$ cat src/rtl/mem_port_arbiter.sv
// mem_port_arbiter: shares exmem port 2 between a priority display reader and two round-robin requesters
module mem_port_arbiter #(
    parameter int DATA_WIDTH = 16,
    parameter int ADDR_WIDTH = 16
) (
    input  logic                    clk,
    input  logic                    reset_n,
    input  logic [2:0]              req,
    input  logic [2:0]              we,
    input  logic [3*ADDR_WIDTH-1:0] addr_bus,
    input  logic [3*DATA_WIDTH-1:0] wdata_bus,
    output logic [2:0]              gnt,
    output logic [2:0]              rvalid,
    output logic [DATA_WIDTH-1:0]   rdata,
    output logic                    busy,
    output logic [ADDR_WIDTH-1:0]   mem_addr,
    output logic [DATA_WIDTH-1:0]   mem_din,
    output logic                    mem_we,
    input  logic [DATA_WIDTH-1:0]   mem_rdata
);
    typedef enum logic [1:0] {IDLE, ISSUE, READ} state_t;

    state_t                r_state, w_state_nx;
    logic [2:0]            r_gnt, w_gnt_nx;
    logic [2:0]            r_rvalid, w_rvalid_nx;
    logic [DATA_WIDTH-1:0] r_rdata, w_rdata_nx;
    logic [ADDR_WIDTH-1:0] r_mem_addr, w_mem_addr_nx;
    logic [DATA_WIDTH-1:0] r_mem_din, w_mem_din_nx;
    logic                  r_mem_we, w_mem_we_nx;
    logic [1:0]            r_rr_last, w_rr_last_nx;
    logic [1:0]            r_w, w_w_nx;
    logic [1:0]            w_win;

    // Winner: requester 0 always first; otherwise the one of 1/2 that did not win last time
    always_comb begin
        w_win = req[0] ? 2'd0 :
                (req[1] & req[2]) ? ((r_rr_last == 2'd1) ? 2'd2 : 2'd1) :
                req[1] ? 2'd1 : 2'd2;
    end

    // Next-state and registered-output values for the IDLE -> ISSUE -> (READ) sequence
    always_comb begin
        w_state_nx    = r_state;
        w_gnt_nx      = 3'b000;
        w_rvalid_nx   = 3'b000;
        w_rdata_nx    = r_rdata;
        w_mem_addr_nx = r_mem_addr;
        w_mem_din_nx  = r_mem_din;
        w_mem_we_nx   = 1'b0;
        w_rr_last_nx  = r_rr_last;
        w_w_nx        = r_w;
        if (r_state == IDLE && req != 3'b000) begin
            w_state_nx    = ISSUE;
            w_gnt_nx      = 3'b001 << w_win;
            w_mem_addr_nx = addr_bus[int'(w_win)*ADDR_WIDTH +: ADDR_WIDTH];
            w_mem_din_nx  = wdata_bus[int'(w_win)*DATA_WIDTH +: DATA_WIDTH];
            w_mem_we_nx   = we[w_win];
            w_w_nx        = w_win;
            w_rr_last_nx  = (w_win == 2'd0) ? r_rr_last : w_win;
        end else if (r_state == ISSUE) begin
            w_state_nx = r_mem_we ? IDLE : READ;
        end else if (r_state == READ) begin
            w_state_nx  = IDLE;
            w_rdata_nx  = mem_rdata;
            w_rvalid_nx = 3'b001 << r_w;
        end
    end

    // State and output registers with synchronous active-low reset
    always_ff @(posedge clk) begin
        if (!reset_n) begin
            r_state    <= IDLE;
            r_gnt      <= 3'b000;
            r_rvalid   <= 3'b000;
            r_rdata    <= '0;
            r_mem_addr <= '0;
            r_mem_din  <= '0;
            r_mem_we   <= 1'b0;
            r_rr_last  <= 2'd2;
            r_w        <= 2'd0;
        end else begin
            r_state    <= w_state_nx;
            r_gnt      <= w_gnt_nx;
            r_rvalid   <= w_rvalid_nx;
            r_rdata    <= w_rdata_nx;
            r_mem_addr <= w_mem_addr_nx;
            r_mem_din  <= w_mem_din_nx;
            r_mem_we   <= w_mem_we_nx;
            r_rr_last  <= w_rr_last_nx;
            r_w        <= w_w_nx;
        end
    end

    assign gnt      = r_gnt;
    assign rvalid   = r_rvalid;
    assign rdata    = r_rdata;
    assign busy     = (r_state != IDLE);
    assign mem_addr = r_mem_addr;
    assign mem_din  = r_mem_din;
    // The write strobe is qualified by reset_n so a reset landing on the issue edge cancels the write
    assign mem_we   = r_mem_we & reset_n;
endmodule

$ cat config.mk
export PLATFORM = sky130hd
export DESIGN_NAME = mem_port_arbiter
export DESIGN_NICKNAME = d
export VERILOG_FILES = /design/src/rtl/mem_port_arbiter.sv
export SDC_FILE = /design/constraint.sdc
export NUM_CORES = 1
export LEC_CHECK = 0
export BUFFER_PORTS_ARGS = -buffer_cell sky130_fd_sc_hd__buf_2
export CAP_MARGIN = 5
export CORE_MARGIN = 2
export CORE_UTILIZATION = 30
export CTS_BUF_LIST = sky130_fd_sc_hd__clkbuf_2
export CTS_CLUSTER_SIZE = 28
export DETAILED_ROUTE_END_ITERATION = 8
export GPL_TIMING_DRIVEN = 0
export PLACE_DENSITY = 0.63
export SYNTH_ARGS = -nofsm -noshare
export SYNTH_HDL_FRONTEND = slang
export SYNTH_SLANG_ARGS = --single-unit
$ cat constraint.sdc
create_clock -name clk -period 4.7 [get_ports clk]
set_clock_uncertainty 0.15 [all_clocks]
set_input_delay 0.47 -clock clk [delete_from_list [all_inputs] [get_ports clk]]
set_output_delay 0.47 -clock clk [all_outputs]
set_load 0.01 [all_outputs]
* Word level (Yosys, flattened, before mapping)
Cells that the tools add are included.
Cells by class: $lt $le $gt $ge 1, bitwise logic cells 7, muxes and demuxes 10, shift operators 4, equality and inequality tests 3, reductions and logical operators 12
Operator list (count):
- $shiftx 48x7->16 | 2
- $mux 2 | 7
- $reduce_bool 3->1 | 2
- $shl 1x2->3 const A | 2
- $not 1->1 | 5
- $eq 2x1->1 const B | 2
- $logic_not 2->1 | 2
- $reduce_and 2->1 | 2
- $reduce_bool 2->1 | 2
- $reduce_or 4->1 | 1
- $lt 2x3->1 const B | 1
- $reduce_and 3->1 | 1
- $and 1x1->1 | 2
- $bmux 1 s2 | 1
- $eq 2x2->1 const B | 1
- $mux 1 | 2
- $reduce_or 2->1 | 1
- $logic_and 1x1->1 | 1
Storage, ports and cells: register bits after elaboration 61, bits of input ports 120, word-level logic and storage cells 47, output and inout bits 56

* Longest topological paths before layout
depth in word-level cells 7, mapped depth 7, gate-level depth less buffers 6

* Worst setup path after synthesis
OpenSTA, ideal clock, no wires.
path type reg2reg, start register r_state[0], end register r_mem_addr[10] (netlist: mem_addr[10]), cell stages (with the launch flop) 8, slack 2.957 ns, library setup time 0.074 ns, required time 4.476 ns, clock period less this slack 1.743 ns, data arrival time 1.519 ns, path buffers 1, cell sequence dfxtp_1 -> inv_1 -> ha_1 -> nand2_1 -> a2111oi_4 -> buf_2 -> a22oi_1 -> o21ai_0
Between the ends: word-level cells in the longest chain between the ends 2
RTL lines:
- from (decl) | RTL line 23 | state_t r_state, w_state_nx;
- from (signal assigned) | RTL line 82 | r_state <= w_state_nx;
- $logic_not 2->1 | RTL line 52 | if (r_state == IDLE && req != 3'b000) begin
- $logic_and 1x1->1 | RTL line 52
- to (signal assigned) | RTL line 86 | r_mem_addr <= w_mem_addr_nx;
- to (decl) | RTL line 27 | logic [ADDR_WIDTH-1:0] r_mem_addr, w_mem_addr_nx;
No other way between the ends. A chain may end at the register's enable or synchronous reset.

* Worst setup path in the final report
start register r_state[0], end register r_mem_din[8] (netlist: mem_din[8])
Between the ends: word-level cells in the longest chain between the ends 2
RTL lines:
- $logic_not 2->1 | RTL line 52
- $logic_and 1x1->1 | RTL line 52
- to (signal assigned) | RTL line 87 | r_mem_din <= w_mem_din_nx;
- to (decl) | RTL line 28 | logic [DATA_WIDTH-1:0] r_mem_din, w_mem_din_nx;
No other way between the ends.

==> reports/qor.csv <==
stage,metric,value,unit
status,status,completed,
yosys,count of flip-flops with a built-in enable after synthesis,0,
placed_design,Inst Count DP,529,
layout,synthesis-to-layout area growth,46.91,%
setup_path,Worst setup EP type,flop,
yosys,Synth Area per Inst,10.00,um^2
hold_path,Hold Path Stages,3,
drt,# DRC,0,
sta,worst rel slew slack,0.5792,
setup_path,Critical Path Start Type,flop,
yosys,Yosys warnings,0,
clock_tree,clk_lat worst skew,0.46,ns
layout,final cell count without fillers,550,
yosys,"Top FF cell, synth",dfxtp_1,
sta,Final Cycle Share,0.4615,
yosys,post-synthesis cell type count,36,
global_route,gr usage total,0.1625,
drt,final wirelength,7387,um
yosys,#FFs+latches synth,61,
power_and_ir_drop,peak supply drop,129.4,uV
clock_tree,setup bufs post-CTS,0,
power_and_ir_drop,Sw Ratio,0.3024,
global_route,first-pass GRT wire length,11250,um
clock_tree,H-tree Lvls,3,
setup_path,Worst EP arrival,2.41,ns
yosys,Mapped Area,0.002491,mm^2
setup_path,WP data required,4.94,ns
global_route,pin count of the biggest net entering global routing,11,
layout,most frequent cells in the layout,"buf_2, dfxtp_1, a22oi_1",
sta,Max Slew Vio Count,0,
sta,fmax,461.0,MHz
clock_tree,CTS root buf,clkbuf_2,
drt,1st-iter DRT viols,126,
hold_path,Hold WC Path Type,input pin to flop,
global_route,vias in the first global route,2458,
clock_tree,clock sink count,61,
yosys,part of the Yosys area used for sequential elements,0.4902,
placed_design,Port Buffers,175,
sta,RSZ-0062 raised after global routing,no,
drt,highest routed layer,met4,
yosys,net count after synthesis,372,
setup_path,cells along the critical path,inv_1 -> ha_1 -> nand2_1 -> a2111oi_4 -> buf_2 -> a22oi_1 -> o21ai_1,
setup_path,max incr delay on CP,0.46,ns
power_and_ir_drop,Clock Power Share,0.245,
layout,ANT cells,0,
yosys,Async SR Flop Fraction,0,
floorplan,# rows,33,
power_and_ir_drop,pwr dens,321.5,mW/mm^2
floorplan,die width,95.13,um
sta,min Tclk post-route,2.169,ns
setup_path,CP Class,flop to flop,
sta,worst slew pin tran,0.6264,ns
global_route,initial antenna violation count,0,
yosys,gate count after technology mapping,249,
floorplan,die area,0.009049,mm^2
power_and_ir_drop,Net Sw Power,0.3558,mW
power_and_ir_drop,P_leak,1.805,nW
floorplan,initial core utilization,0.3063,
sta,count of final hold-check violations,0,
power_and_ir_drop,internal power,0.8208,mW
floorplan,Core Area,0.008134,mm^2
drt,routed len/inst,13.43,um
sta,Final TNS setup,0,ns
floorplan,die height,95.13,um
placed_design,post-DP HPWL,5685,um
layout,"commonest non-fill, non-tap cell in the layout",buf_2,
drt,wire length on met1,3080,um
setup_path,R2R depth,7,
drt,DR WL met2,3567,um
clock_tree,CTS Buf Count,9,
clock_tree,CTS tree,built,
power_and_ir_drop,Comb pwr share,0.246,
clock_tree,CTS max path bufs,2,
drt,DR vias/cell,4.825,
drt,Final ANT Viol Nets,0,
drt,met3 WL,643,um
layout,layout cells sized above 1,0.4674,
sta,setup violators final,0,
power_and_ir_drop,sequential power share,0.509,
job,Max-Cap Viols,0,
global_route,global route total overflow,0,
clock_tree,clock transition at the registers of the reported paths,0.15,ns
setup_path,crit-path max FO,10,
floorplan,I/O pin cnt,176,
setup_path,Crit-path slowest cell,a2111oi_4,
placed_design,GPL Wtd Cong,0.7777,
layout,fin nets,565,
drt,Initial DRT Pass Iterations,6,
drt,via count,2654,
per-layer routing:
layer | track usage | up-vias
li1 | - | 1318
met4 | 0.07367 | 0
met3 | 0.03636 | 10
met2 | 0.2811 | 127
met5 | 0 | -
met1 | 0.1908 | 1199
state kept, by name, summed over array words and instances (netlist names):
name and flops:
r_state 2, gnt 3, r_w 2, rdata 16
r_rr_last 2, mem_din 16, r_mem_we 1, rvalid 3
mem_addr 16
power groups by stage:
stage | combinational (mW) | sequential [mW] | clock [mW]
after detailed placement | 0.290 | 0.609 | 0
final | 0.289 | 0.599 | 0.288
after CTS | 0.294 | 0.599 | 0.304
after floorplan | 0.130 | 0.630 | 0
after global placement | 0.285 | 0.608 | 0
after global routing | 0.323 | 0.606 | 0.323
worst paths after layout:
kind                                start                 endpoint  slack, ns
hold reg to reg       r_w[0]$_SDFFE_PN0P_     rvalid[2]$_SDFF_PP0_       0.34
setup reg to reg  r_state[0]$_SDFFE_PN0P_  mem_din[8]$_SDFFE_PN0P_       2.53
setup / recovery  r_state[0]$_SDFFE_PN0P_  mem_din[8]$_SDFFE_PN0P_       2.53
hold / removal              wdata_bus[21]  mem_din[5]$_SDFFE_PN0P_       0.06
cells by family (layout without fill, tap and decap cells):
kind of cell             after synthesis  in the layout  synth area share
AND/OR/NAND/NOR                       54             54            0.1175
flip-flops                            61             61            0.4902
multiplexers                          16             16           0.06429
adder cells (fa/ha/maj)                3              3           0.01507
buffers and inverters                 23            219           0.04319
AO/OA/AOI/OAI                         92             92            0.2697
critical path, delay by kind of cell (launching register included):
kind / cells / cell delay [ns]
AOI/OAI and AO/OA: 3 / 0.66
buffers and inverters: 2 / 0.43
DFF: 1 / 0.35
and+or+nand+nor: 1 / 0.20
adders and majority gates: 1 / 0.32
metrics by stage:
stage	hold slack (ns)	total power [mW]	utilization	instance area (um^2)	worst slack, ns
finish	0.05877	1.177	0.4499	3660	2.531
global route	0.01325	1.252	0.4499	3660	2.300
CTS	0.001356	1.197	0.4499	3660	2.495
detailed placement	0.3196	0.8987	0.4301	3498	2.504
global placement	0.3086	0.8936	0.4301	3498	2.553
floorplan	0.2949	0.7595	-	2491	2.957
cell usage after synthesis, types with 2 or more instances:
| library cell | n | share of area |
|---|---|---|
| ha_1 | 3 | 0.015 |
| clkbuf_1 | 4 | 0.0060 |
| o21ai_1 | 7 | 0.014 |
| nor2_1 | 18 | 0.027 |
| nand2b_1 | 2 | 0.0050 |
| and2_1 | 2 | 0.0050 |
| nor3b_2 | 2 | 0.010 |
| a22oi_1 | 48 | 0.14 |
| dfxtp_1 | 61 | 0.49 |
| o21ai_0 | 20 | 0.040 |
| mux2i_1 | 16 | 0.064 |
| buf_2 | 11 | 0.022 |
| inv_1 | 5 | 0.0075 |
| a21o_1 | 2 | 0.0060 |
| nand2_1 | 20 | 0.030 |
| a222oi_1 | 8 | 0.032 |
area by class of cell:
type / instances / area (um^2)
sequential: 61 / 1221
timing repair buffer: 182 / 945.9
inverter: 6 / 22.52
fill: 812 / 4474
buffer: 17 / 85.08
tap: 105 / 131.4
clock buffer: 10 / 50.05
multi-input combinational: 165 / 1162
clock inverter: 4 / 41.29
what timing repair did:
action,4_1_cts,5_1_grt
resized for setup,0,0
hold buffers,7,0
endpoints found under the setup margin,0,0
endpoints found under the hold margin,7,0
No activity file was read; power rests on OpenSTA's default activity.
